==> src/rtl/mod_counter_pkg.sv <==
// Shared constants and helpers for the modulo up/down counter.
package mod_counter_pkg;

    // Encoding of the select input.
    localparam logic DIR_UP   = 1'b0;
    localparam logic DIR_DOWN = 1'b1;

    // Largest value the counter may hold (MODULUS-1), masked to WIDTH bits.
    function automatic longint unsigned range_end(input int unsigned width,
                                                  input longint unsigned modulus);
        return (modulus - 64'd1) & ((64'd1 << width) - 64'd1);
    endfunction

    // True when WIDTH and MODULUS describe a buildable counter.
    function automatic bit legal_params(input int unsigned width,
                                        input longint unsigned modulus);
        if (width < 2 || width > 32) return 1'b0;
        if (modulus < 64'd2 || modulus > (64'd1 << width)) return 1'b0;
        return 1'b1;
    endfunction

endpackage

==> src/rtl/mod_counter_next.sv <==
// Combinational next-count and terminal-count logic for mod_counter.
module mod_counter_next
    import mod_counter_pkg::*;
#(
    parameter int              WIDTH    = 4,
    parameter longint unsigned MODULUS  = 64'd1 << WIDTH,
    parameter int              SATURATE = 0
) (
    input  logic [WIDTH-1:0] count,
    input  logic             select,
    input  logic             en,
    input  logic             clr,
    input  logic             load,
    input  logic [WIDTH-1:0] load_val,
    output logic [WIDTH-1:0] next_count,
    output logic             tc
);

    localparam logic [WIDTH-1:0] MAX = WIDTH'(range_end(WIDTH, MODULUS));

    logic at_end;

    // Priority clr > load > en > hold; range ends either wrap or hold.
    always_comb begin
        at_end     = (select == DIR_UP) ? (count == MAX) : (count == '0);
        tc         = en & ~clr & ~load & at_end;
        next_count = count;
        if (clr) begin
            next_count = '0;
        end else if (load) begin
            // Out-of-range load values clamp to the top of the range.
            next_count = (load_val > MAX) ? MAX : load_val;
        end else if (en) begin
            if (select == DIR_UP) begin
                if (at_end) next_count = (SATURATE != 0) ? MAX : '0;
                else        next_count = count + WIDTH'(1);
            end else begin
                if (at_end) next_count = (SATURATE != 0) ? '0 : MAX;
                else        next_count = count - WIDTH'(1);
            end
        end
    end

endmodule

==> src/rtl/mod_counter.sv <==
// Modulo up/down counter with load, clear, optional saturation and sticky
// overflow flag. Holds only the count and ovf registers.
module mod_counter
    import mod_counter_pkg::*;
#(
    parameter int              WIDTH    = 4,
    parameter longint unsigned MODULUS  = 64'd1 << WIDTH,
    parameter int              SATURATE = 0
) (
    input  logic             clk,
    input  logic             rst,
    input  logic             en,
    input  logic             select,
    input  logic             clr,
    input  logic             load,
    input  logic [WIDTH-1:0] load_val,
    input  logic             ovf_clr,
    output logic [WIDTH-1:0] count,
    output logic             tc,
    output logic             ovf
);

    // Reject parameter sets the counter cannot represent.
    if (!legal_params(WIDTH, MODULUS)) begin : g_bad_params
        $error("mod_counter: illegal WIDTH=%0d / MODULUS=%0d", WIDTH, MODULUS);
    end

    logic [WIDTH-1:0] next_count;
    logic             tc_raw;

    mod_counter_next #(
        .WIDTH    (WIDTH),
        .MODULUS  (MODULUS),
        .SATURATE (SATURATE)
    ) u_next (
        .count      (count),
        .select     (select),
        .en         (en),
        .clr        (clr),
        .load       (load),
        .load_val   (load_val),
        .next_count (next_count),
        .tc         (tc_raw)
    );

    // Terminal count is suppressed while reset is asserted.
    assign tc = tc_raw & rst;

    // Count register: cleared asynchronously, otherwise takes the next value.
    always_ff @(posedge clk or negedge rst) begin
        if (!rst) count <= '0;
        else      count <= next_count;
    end

    // Sticky overflow: a terminal-count edge wins over a clear request.
    always_ff @(posedge clk or negedge rst) begin
        if (!rst)         ovf <= 1'b0;
        else if (tc)      ovf <= 1'b1;
        else if (ovf_clr) ovf <= 1'b0;
    end

endmodule

==> config.mk <==
export PLATFORM = sky130hd
export DESIGN_NAME = mod_counter
export DESIGN_NICKNAME = d
export VERILOG_FILES = /design/src/rtl/mod_counter_pkg.sv /design/src/rtl/mod_counter_next.sv /design/src/rtl/mod_counter.sv
export SDC_FILE = /design/constraint.sdc
export NUM_CORES = 1
export LEC_CHECK = 0
export CAP_MARGIN = 20
export CELL_PAD_IN_SITES_DETAIL_PLACEMENT = 1
export CELL_PAD_IN_SITES_GLOBAL_PLACEMENT = 1
export CORE_MARGIN = 3
export CORE_UTILIZATION = 29
export DETAILED_ROUTE_END_ITERATION = 16
export GPL_TIMING_DRIVEN = 0
export PLACE_DENSITY = 0.75
export SLEW_MARGIN = 20
export SYNTH_ARGS = -nofsm -noshare
export SYNTH_HDL_FRONTEND = slang
export SYNTH_SLANG_ARGS = --single-unit
==> constraint.sdc <==
create_clock -name clk -period 2.8 [get_ports clk]
set_clock_uncertainty 0.05 [all_clocks]
set_input_delay 0.56 -clock clk [delete_from_list [all_inputs] [get_ports clk]]
set_output_delay 0.56 -clock clk [all_outputs]
set_load 0.05 [all_outputs]
==> metrics.txt, run 1 <==
mapped cell area=392 µm²; average size of a mapped cell=7.99 µm²; Post-synth top cells=8 x a21oi_1, 6 x inv_1, 5 x dfrtp_1; largest net degree at the start of global routing=11; Cell variety after synth=26; Hold Vio Cnt, Final=0; fin cells=83; number of global-route vias before repair=about 470; number of buffers created by CTS=3; CTS tree=yes; area of the multi-input gates=243 µm²; Routed Antenna Nets=0; gpl congestion=0.757; Starting Density=33.0%; Yosys top cell area share=31.9%; dominant cell type by area after synthesis=dfrtp_1; Vias/cell=5.47; Seq. cell area=125 µm²; layout cells sized above 1=10.1%; register area share after synthesis=31.9%; GRT Util Overall=16.7%; H-tree depth=1; final WL=1.28 mm; CTS max path bufs=2; Final WS setup=around 0.15 ns; num ports=17; Initial DRC Count=11; RSZ-0062 raised after global routing=false; FF+latch count, synth=5; CP peak stage delay=between 0.5 and 0.6 ns; nets=83; CP Data Required Time=2.19 ns; # rows=12; first-pass GRT wire length=2.24 mm; clk sinks=5; CP Launch Type=input port; fmax=377 MHz; cells resized by post-CTS repair=4; Worst Max-Slew Pin Slew=between 0.4 and 0.5 ns; Top FF cell, synth=dfrtp_1; Tcrit/Tclk final=a little over nine tenths; core area=1190 µm²; status=finished, final reports clean; # fillers=165; crit-path cells=clkdlybuf4s50_1 > nand2_1 > nor3_1 > a21oi_1 > nor4_2 > buf_2; fin crit period=2.65 ns; PortBufs=16; slew margin rel.=roughly two thirds; final core occ=50.3%; Cell Pwr Density=about 440 nW/µm²; cts hold-fix bufs=0; clock-pin slew on the worst setup and hold paths=0.05 ns; Finish-stage setup viols=0; count of pins over their slew limit=0; maxcap violations=0; Layout area overhead=52.4%; largest cells by area after synthesis=dfrtp_1 32%, a21oi_1 10%, ha_1 6.4%, inv_1 5.8%, xnor2_1 4.5%; Crit Path Class=in -> out; post-synth net total=62; Critical Path AT=a little over 2 ns; Final TNS setup=0 ns; reg-to-reg slack, setup=around 1.1 ns; drt first pass iters=4; root buf cell=clkbuf_4; die height=between 40 and 50 µm; worst-path maximum fanout=6; diode count=0; Slowest-stage cell, CP=clkdlybuf4s50_1; # DRC=0; post-CTS setup buffer count=0; Worst VDD drop=0.000270 V; Worst Hold Class=reg -> reg; crit end category=primary output; synth warn=0; Worst-Skew Late Latency=roughly 0.25 ns; Overflow after GRT=0; Leak Pwr=0.254 nW; Detail Placement HPWL=964 µm; WL per Instance=15.5 µm; Die W=roughly 43 µm; worst slack, placed=-0.319 ns; Synth Instances=49; die area=1830 µm²; top cell family by delay on the critical path=buffers and inverters; Bufs and invs on worst path=2; Placed Cells=79; via count=454; EDFF count, synth=0; ys async rst share=between 90% and 100%; count leader, synth=a21oi_1; initial antenna violation count=0
-- registers in the layout (all words and copies together) (netlist names) --
signal  flops
count       4
ovf         1
-- worst register-to-register path, cell delays in order, from the launching register on --
cell and delay (ns):
dfrtp_1 0.48, inv_1 0.12, ha_1 0.22, o21bai_1 0.15
a21o_2 0.21, a311oi_1 0.25, a21oi_1 0.10
-- worst paths after layout --
kind                       endpoint  startpoint  cells after the start
max                              tc      select                      6
min                             ovf         ovf                      2
max reg2reg                count[3]    count[0]                      6
min reg2reg                     ovf         ovf                      2
max in group asynchronous  count[1]         rst                      1
min in group asynchronous  count[0]         rst                      1
-- layout make-up --
cell class                 count  area share [%]
timing repair buffer          16            26.0
sequential                     5            21.0
buffer                         1           0.629
inverter                       7            4.40
tap                           14            2.94
clock buffer                   4            4.40
multi-input combinational     36            40.7
-- cell usage in the layout (no fill, tap or decap), drive strengths merged --
cell type,count
or4,1
o31ai,1
nand3,1
ha,2
o21bai,1
a21oi,8
clkbuf,5
a221oi,1
inv,7
nor3,1
nand2b,2
dfrtp,5
xnor2,2
nand4,1
nor4,1
o21ai,3
buf,1
nor2,2
a211oi,1
clkdlybuf4s50,15
and3b,1
nand2,2
o21a,1
a311oi,1
a21o,2
o41ai,1
-- through the flow --
| step | power, W | hold WS, ns | instance area (µm²) |
|---|---|---|---|
| final | 0.000262 | 0.479 | 597 |
| after global placement | 0.000172 | 0.423 | 576 |
| after detailed placement | 0.000174 | 0.480 | 576 |
| after CTS | 0.000263 | 0.494 | 603 |
| after global routing | 0.000281 | 0.512 | 597 |
| after floorplan | 0.000136 | 0.214 | 398 |
-- routing by layer --
metal | global-route usage (%) | part of all wire [%] | vias to the layer above
li1 | - | - | 217
met1 | 20.0 | 40 | 216
met2 | 27.5 | 54 | 19
met3 | 5.51 | 5.2 | 2
met4 | 5.59 | 0.70 | 0
met5 | 0 | 0 | -
-- power by group --
part	leakage (nW)	switching, W	internal (W)	total (W)
registers	0.0655	0.00000943	0.0000773	0.0000868
logic	0.173	0.0000478	0.0000381	0.0000859
clock network	0.0150	0.0000354	0.0000542	0.0000896
total	0.254	0.0000926	0.000170	0.000262
-- kinds of logic (layout without fill, tap and decap cells) --
group                    count (synthesis)  in the layout  synth area share [%]
adder cells (fa/ha/maj)                  2              2                  6.39
flip-flops                               5              5                  31.9
buffers and inverters                    8             28                  7.67
AO/OA/AOI/OAI                           20             20                  32.6
AND/OR/NAND/NOR                         12             12                  16.9
XOR/XNOR                                 2              2                  4.47
Power figures use the tool's default switching activity.
==> run 2: changes to the inputs <==
HOLD_SLACK_MARGIN = 0.02   (was default)
==> results of run 2 <==
Same layout as run 1: the final DEF is identical, and so are final timing and power.
